$ cat src/rtl/ebpc_dec_merge.sv
// EBPC decoder merge stage: rebuilds the original element stream from the
// decoded zero/nonzero flag stream and the BPC nonzero value stream, and
// swallows the zero padding that completes the final BPC block of a stream.
module ebpc_dec_merge #(
    parameter int DATA_W     = 8,
    parameter int BLOCK_SIZE = 8
) (
    input  logic              clk_i,
    input  logic              rst_i,
    input  logic              znz_i,
    input  logic              znz_last_i,
    input  logic              znz_vld_i,
    output logic              znz_rdy_o,
    input  logic [DATA_W-1:0] bpc_data_i,
    input  logic              bpc_vld_i,
    output logic              bpc_rdy_o,
    output logic [DATA_W-1:0] data_o,
    output logic              last_o,
    output logic              vld_o,
    input  logic              rdy_i,
    output logic              idle_o
);

    localparam int CNT_W = $clog2(BLOCK_SIZE);

    typedef enum logic {
        RUN   = 1'b0,
        DRAIN = 1'b1
    } state_t;

    state_t            state_q;
    state_t            state_d;

    // Position inside the current BPC block; wraps naturally since
    // BLOCK_SIZE is a power of two.
    logic [CNT_W-1:0]  blk_cnt_q;
    logic [CNT_W-1:0]  blk_cnt_inc;
    logic              cnt_en;

    // Output register load request and payload.
    logic              out_free;
    logic              load;
    logic [DATA_W-1:0] load_data;
    logic              load_last;

    // Output register (stage p1).
    logic [DATA_W-1:0] data_p1;
    logic              last_p1;
    logic              vld_p1;

    assign blk_cnt_inc = blk_cnt_q + CNT_W'(1);
    assign out_free    = ~vld_p1 | rdy_i;

    // Next-state, handshake and output-load decisions.
    always_comb begin
        state_d   = state_q;
        znz_rdy_o = 1'b0;
        bpc_rdy_o = 1'b0;
        load      = 1'b0;
        load_data = '0;
        load_last = 1'b0;
        cnt_en    = 1'b0;

        case (state_q)
            RUN: begin
                if (znz_vld_i && out_free) begin
                    if (!znz_i) begin
                        // Zero element: reinserted without touching BPC.
                        znz_rdy_o = 1'b1;
                        load      = 1'b1;
                        load_last = znz_last_i;
                        if (znz_last_i && (blk_cnt_q != '0)) begin
                            state_d = DRAIN;
                        end
                    end else if (bpc_vld_i) begin
                        // Nonzero element: flag and value consumed together,
                        // otherwise both sides stall.
                        znz_rdy_o = 1'b1;
                        bpc_rdy_o = 1'b1;
                        load      = 1'b1;
                        load_data = bpc_data_i;
                        load_last = znz_last_i;
                        cnt_en    = 1'b1;
                        if (znz_last_i && (blk_cnt_inc != '0)) begin
                            state_d = DRAIN;
                        end
                    end
                end
            end

            DRAIN: begin
                // Discard block padding until the block boundary.
                bpc_rdy_o = 1'b1;
                if (bpc_vld_i) begin
                    cnt_en = 1'b1;
                    if (blk_cnt_inc == '0) begin
                        state_d = RUN;
                    end
                end
            end

            default: begin
                state_d = RUN;
            end
        endcase
    end

    // State and block counter registers.
    always_ff @(posedge clk_i) begin
        if (rst_i) begin
            state_q   <= RUN;
            blk_cnt_q <= '0;
        end else begin
            state_q <= state_d;
            if (cnt_en) begin
                blk_cnt_q <= blk_cnt_inc;
            end
        end
    end

    // ---- stage p1: single-entry output register ----
    // Load on accept, clear on pop without load, hold while stalled.
    always_ff @(posedge clk_i) begin
        if (rst_i) begin
            vld_p1  <= 1'b0;
            data_p1 <= '0;
            last_p1 <= 1'b0;
        end else if (load) begin
            vld_p1  <= 1'b1;
            data_p1 <= load_data;
            last_p1 <= load_last;
        end else if (rdy_i) begin
            vld_p1  <= 1'b0;
        end
    end

    assign data_o = data_p1;
    assign last_o = last_p1;
    assign vld_o  = vld_p1;
    assign idle_o = (state_q == RUN) && (blk_cnt_q == '0) && !vld_p1;

endmodule
$ cat config.mk
export PLATFORM = sky130hd
export DESIGN_NAME = ebpc_dec_merge
export DESIGN_NICKNAME = d
export VERILOG_FILES = /design/src/rtl/ebpc_dec_merge.sv
export SDC_FILE = /design/constraint.sdc
export NUM_CORES = 1
export LEC_CHECK = 0
export CORE_MARGIN = 5
export CORE_UTILIZATION = 41
export DETAILED_ROUTE_END_ITERATION = 6
export PLACE_DENSITY = 0.88
export SLEW_MARGIN = 20
export SYNTH_ARGS = -nofsm -noshare
export SYNTH_HDL_FRONTEND = slang
export SYNTH_SLANG_ARGS = --single-unit
$ cat constraint.sdc
create_clock -name clk_i -period 1.63 [get_ports clk_i]
set_input_delay 0.2445 -clock clk_i [delete_from_list [all_inputs] [get_ports clk_i]]
set_output_delay 0.2445 -clock clk_i [all_outputs]
set_load 0.01 [all_outputs]
==> impl_metrics.tcl, run 1 <==
set metrics [dict create \
    status "finished clean" \
    synthFlopType "dfxtp_1" \
    clockRootBuffer "clkbuf_4" \
    drive_gt1_share_pct 21.1 \
    synthArstFlopShare_pct 0 \
    reg2reg_slack_ps 250 \
    start_kind "input port" \
    layout_common_cells "clkdlybuf4s50_1 (24), dfxtp_1 (13), nand2b_1 (9), o21ai_0 (9), buf_4 (9)" \
    yosys.area_share.adder_pct 5.41 \
    fin_cells 130 \
    max_stage_delay_ps 400 \
    setup_ws_ps 31.0 \
    wire_per_inst_um 14.6 \
    fin_crit_ps 1600 \
    worstPathArrival_ps 1350 \
    placeableCoreArea_um2 1560 \
    grt_pass1_vias 669 \
    slew_headroom_pct 73.0 \
    drv_slew 0 \
    critical_path_cell_count 5 \
    dp_slack_ps -387 \
    synth-xor-area-share_pct 1.26 \
    crit_path_end "bpc_rdy_o" \
    power_density_nw_per_um2 714 \
    antenna_found_initial 0 \
    crit_fanout 5 \
    grt_usage_pct 15.2 \
    setup_viol 0 \
    ys_warn_count 0 \
    fin_crit_sh_pct 98.1 \
    rr_startpoint "vld_o" \
    clock.fmax_mhz 625 \
    route.detailed.drc 0 \
    crit_path_end_kind "output pin" \
    worstMarginPinSlew_ps 404 \
    syn_area_um2 694 \
    fp.dieH_um 51.2 \
    worst_path_max_delay_cell "clkdlybuf4s50_1" \
    dp_hpwl_um 1480 \
    cap_violations 0 \
    worstRegToRegCells 5 \
    clk_pin_slew_ps 80 \
    drt_iter0_drc 8 \
    grt_max_degree 19 \
    numCtsBuffers 3 \
    worst_ep_required_time_ps 1390 \
    netlist_instances 78 \
    clk_latency_ps 280 \
    synth-compound-area-share_pct 16.8 \
    viasPerCell 5.21 \
    critPathLaunch "rdy_i" \
    syn-mean-instance-area_um2 8.90 \
    rows 14 \
    reg2reg_to "blk_cnt_q[2]" \
    holdWs_ps 474 \
    cts_sinks 14 \
    final_common_cell "clkdlybuf4s50_1" \
    ys_ff_latch 14 \
    yosys.cell_types.count 33 \
    vias 677 \
    grt_pass1_wl_um 3020 \
    crit_type "in -> out" \
    cts_htree_levels 1 \
    stdcell_area_um2 1080 \
    portBuffers 27 \
    nets 133 \
    max-vdd-ir-drop_uv 756 \
    dieWidth_um 51.2 \
    path_delay_family "buffers and inverters" \
    hold_violations 0 \
    dp.cells 126 \
    clockBufferDepth 2 \
    p_leak_nw 0.425 \
    place_area_um2 1030 \
    dieArea_um2 2620 \
    syn_nets 96 \
    firstDrtPassIters 4 \
    yosysSeqAreaShare_pct 40.4 \
    antenna-diode-count 0 \
    muxShareOfSynthArea_pct 3.06 \
    cp_cell_sequence "clkdlybuf4s50_1 -> nand2b_2 -> buf_4 -> a41o_1 -> buf_6" \
    hold_class "reg -> reg" \
    synth_top_family_by_area "simple AND/OR/NAND/NOR gates" \
    boundaryPins 28 \
    wl_um 1900 \
    p_total_uw 769 \
    critPathBufInv 3 \
    synth-simple-area-share_pct 25.9 \
    cts_tree "built" \
    final.setup_skew_ps 3.16 \
    routabilityCongestion 0.779 \
    overflow 0 \
    initial_core_util_pct 44.5 \
    syn_to_final_growth_pct 55.1 \
    ant_nets 0 \
    synth_edf_count 0 \
]
## metal layers
metal | track usage [%] | part of all wire (%) | wire length [um] | vias up
li1 | - | - | - | 342
met1 | 17.5 | 44 | 841 | 307
met2 | 27.0 | 49 | 934 | 26
met3 | 4.65 | 5.4 | 102 | 2
met4 | 4.04 | 0.90 | 17 | 0
met5 | 0 | 0 | 0 | -
## worst reg2reg max path, delay by kind of cell (launching register included)
kind	cells	cell delay, ps
buf+inv	1	130
flops	1	360
compound gates	2	300
simple gates	2	520
## layout make-up
class / count / area [um^2]
inverter: 5 / 18.8
sequential: 14 / 282
fill: 131 / 482
timing repair buffer: 36 / 334
tap: 16 / 20.0
clock buffer: 4 / 36.3
multi-input combinational: 55 / 387
## registers in the layout, summed over array words and instances, names as in the netlist
name / flops
blk_cnt_q: 3
state_q: 1
data_o: 8
vld_o: 1
last_o: 1
## synth_stat cells, types with 2 or more instances
cell type | count | area, um^2
dfxtp_1 | 14 | 280
nand2b_1 | 9 | 56.3
o21ai_0 | 9 | 45.0
nand3_1 | 7 | 35.0
a21oi_1 | 4 | 20.0
inv_1 | 4 | 15.0
ha_1 | 3 | 37.5
a31oi_1 | 2 | 12.5
nor3_1 | 2 | 10.0
## how the worst min path moves through the flow
stage	start	cells past startpoint	end
2_1_floorplan	bpc_data_i[3]	2	data_o[3]
3_3_place_gp	data_o[2]	2	data_o[2]
3_5_place_dp	data_o[2]	2	data_o[2]
4_1_cts	data_o[2]	2	data_o[2]
5_1_grt	data_o[2]	2	data_o[2]
6_report	data_o[2]	2	data_o[2]
## what timing repair did
item | in CTS | in global routing
pin swaps | 0 | 1
resized for setup | 8 | 7
buffers inserted | 0 | 0
endpoints found under the hold margin | 0 | 0
hold buffers | 0 | 0
setup endpoints to repair | 3 | 2
## stage by stage
stage               util (%)  setup TNS (ps)
floorplan                  -               0
global placement        65.9           -1240
CTS                     67.9           -70.6
finish                  69.1               0
global route            69.1           -3.67
detailed placement      65.9           -1720
## power breakdown
part	switching (mW)	total (mW)	leakage, nW	internal (mW)
combinational	0.0683	0.162	0.290	0.0934
sequential	0.00736	0.359	0.114	0.352
clock	0.113	0.248	0.0210	0.136
## kinds of logic after synthesis
group	after synthesis
XOR/XNOR	1
flip-flops	14
multiplexers	2
adder cells (fa/ha/maj)	3
AO/OA/AOI/OAI	20
buffers and inverters	9
AND/OR/NAND/NOR	29
Note: power is estimated with default switching activity, not from simulation.
==> run 2, diff against run 1 <==
CTS_BUF_LIST = sky130_fd_sc_hd__clkbuf_16   (was default)
CTS_CLUSTER_SIZE = 30   (was default)
==> impl_metrics.tcl, run 2 (same netlist as run 1, synthesis figures left out) <==
set metrics [dict create \
    status "finished clean" \
    worst_path_max_delay_cell "clkdlybuf4s50_1" \
    nets 136 \
    boundaryPins 28 \
    drv_slew 0 \
    setup_viol 0 \
    power_density_nw_per_um2 873 \
    clockRootBuffer "clkbuf_16" \
    cp_cell_sequence "clkdlybuf4s50_1 -> nor2b_1 -> nor4bb_2 -> buf_2" \
    antenna_found_initial 0 \
    largest_reg_flops 8 \
    start_kind "input port" \
    reg2reg_slack_ps 260 \
    crit_fanout 2 \
    reg2reg_to "blk_cnt_q[2]" \
    rr_startpoint "vld_o" \
    viasPerCell 5.29 \
    rsz0062_at_grt "true" \
    worstMarginPinSlew_ps 417 \
    dieWidth_um 51.2 \
    final_common_cell "clkdlybuf4s50_1" \
    max_stage_delay_ps 410 \
    fin_cells 133 \
    worstRegToRegCells 5 \
    grt_max_degree 19 \
    layout_common_cells "clkdlybuf4s50_1 (24), dfxtp_1 (14), buf_4 (11)" \
    numCtsBuffers 3 \
    cts_tree "built" \
    vias 703 \
    ctsHoldBuffers 0 \
    clk_latency_ps 240 \
    rows 14 \
    path_delay_family "buffers and inverters" \
    wl_um 2200 \
    antenna-diode-count 0 \
    cts_sinks 14 \
    drive_gt1_share_pct 20.5 \
    initial_core_util_pct 44.5 \
    grt_pass1_wl_um 3440 \
    hold_violations 0 \
    placeableCoreArea_um2 1560 \
    fin_util_pct 73.2 \
    overflow 0 \
    fillers 116 \
    hold_start "data_o[1]" \
    dieArea_um2 2620 \
    cap_violations 0 \
    clockBufferDepth 2 \
    grt_pass1_vias 711 \
    fin_crit_sh_pct 99.7 \
    clock.fmax_mhz 615 \
    route.detailed.drc 0 \
    final.setup_skew_ps 1.72 \
    portBuffers 27 \
    hold_class "reg -> reg" \
    worst_ep_required_time_ps 1390 \
    p_leak_nw 0.455 \
    holdWs_ps 474 \
    place_area_um2 1030 \
    syn_to_final_growth_pct 64.3 \
    firstDrtPassIters 4 \
    wire_per_inst_um 16.5 \
    clk_pin_slew_ps 50 \
    stdcell_area_um2 1140 \
    fp.dieH_um 51.2 \
    crit_path_end_kind "output pin" \
    slew_headroom_pct 72.1 \
    ant_nets 0 \
    routabilityCongestion 0.779 \
    hold_depth 2 \
    critPathBufInv 2 \
    worstPathArrival_ps 1380 \
    dp_hpwl_um 1480 \
    max-vdd-ir-drop_uv 774 \
    crit_type "in -> out" \
    holdPathEnd "data_o[1]" \
    dp.cells 126 \
    fin_tns_setup_ps 0 \
    grt_usage_pct 17.6 \
    drt_iter0_drc 7 \
    cts_htree_levels 1 \
    fin_crit_ps 1630 \
]
==> run 2: repair_timing <==
action,4_1_cts,5_1_grt
pin swaps,0,2
setup endpoints to repair,3,4
buffers inserted,0,3
resized for setup,8,3
==> run 2: worst max path at each step <==
stage / start / endpoint / cells past startpoint
finish: znz_i / znz_rdy_o / 4
global route: znz_i / znz_rdy_o / 4
CTS: znz_i / znz_rdy_o / 4
detailed placement: znz_i / znz_rdy_o / 4
global placement: znz_i / znz_rdy_o / 4
floorplan: blk_cnt_q[0] / blk_cnt_q[2] / 4
==> run 2: per-stage QoR <==
step	power [mW]	setup WS, ps
2_1_floorplan	0.434	394
3_3_place_gp	0.519	-372
3_5_place_dp	0.525	-387
4_1_cts	0.983	-70.6
5_1_grt	1.05	-46.6
6_report	0.996	4.84
==> run 2: per-layer routing <==
metal  vias to the layer above  share of wire [%]  GRT usage, %
met5                         -                  0             0
met4                         0                  0          4.93
met3                         0                4.5          4.94
met2                        22                 55          32.4
met1                       330                 41          19.5
li1                        351                  -             -
==> run 2: cell type report <==
cell class | instances | area (um^2) | share of cell area [%]
clock buffers | 3 | 75.1 | 6.58
repair buffers | 39 | 368 | 32.2
clock inverters | 1 | 3.75 | 0.329
flip-flops and latches | 14 | 280 | 24.6
inverters | 5 | 18.8 | 1.64
multi-input cells | 55 | 375 | 32.9
well taps | 16 | 20.0 | 1.75
==> run 2: worst min-delay path, delay by kind of cell, from the launching register on <==
family / cells / cell delay [ps]
compound gates: 1 / 60
flops: 1 / 300
simple gates: 1 / 60
==> run 2: power breakdown <==
part	switching, mW	leakage [nW]	total [mW]	internal (mW)
Sequential	0.00694	0.114	0.360	0.353
Combinational	0.0732	0.303	0.176	0.102
Clock	0.137	0.0385	0.460	0.324
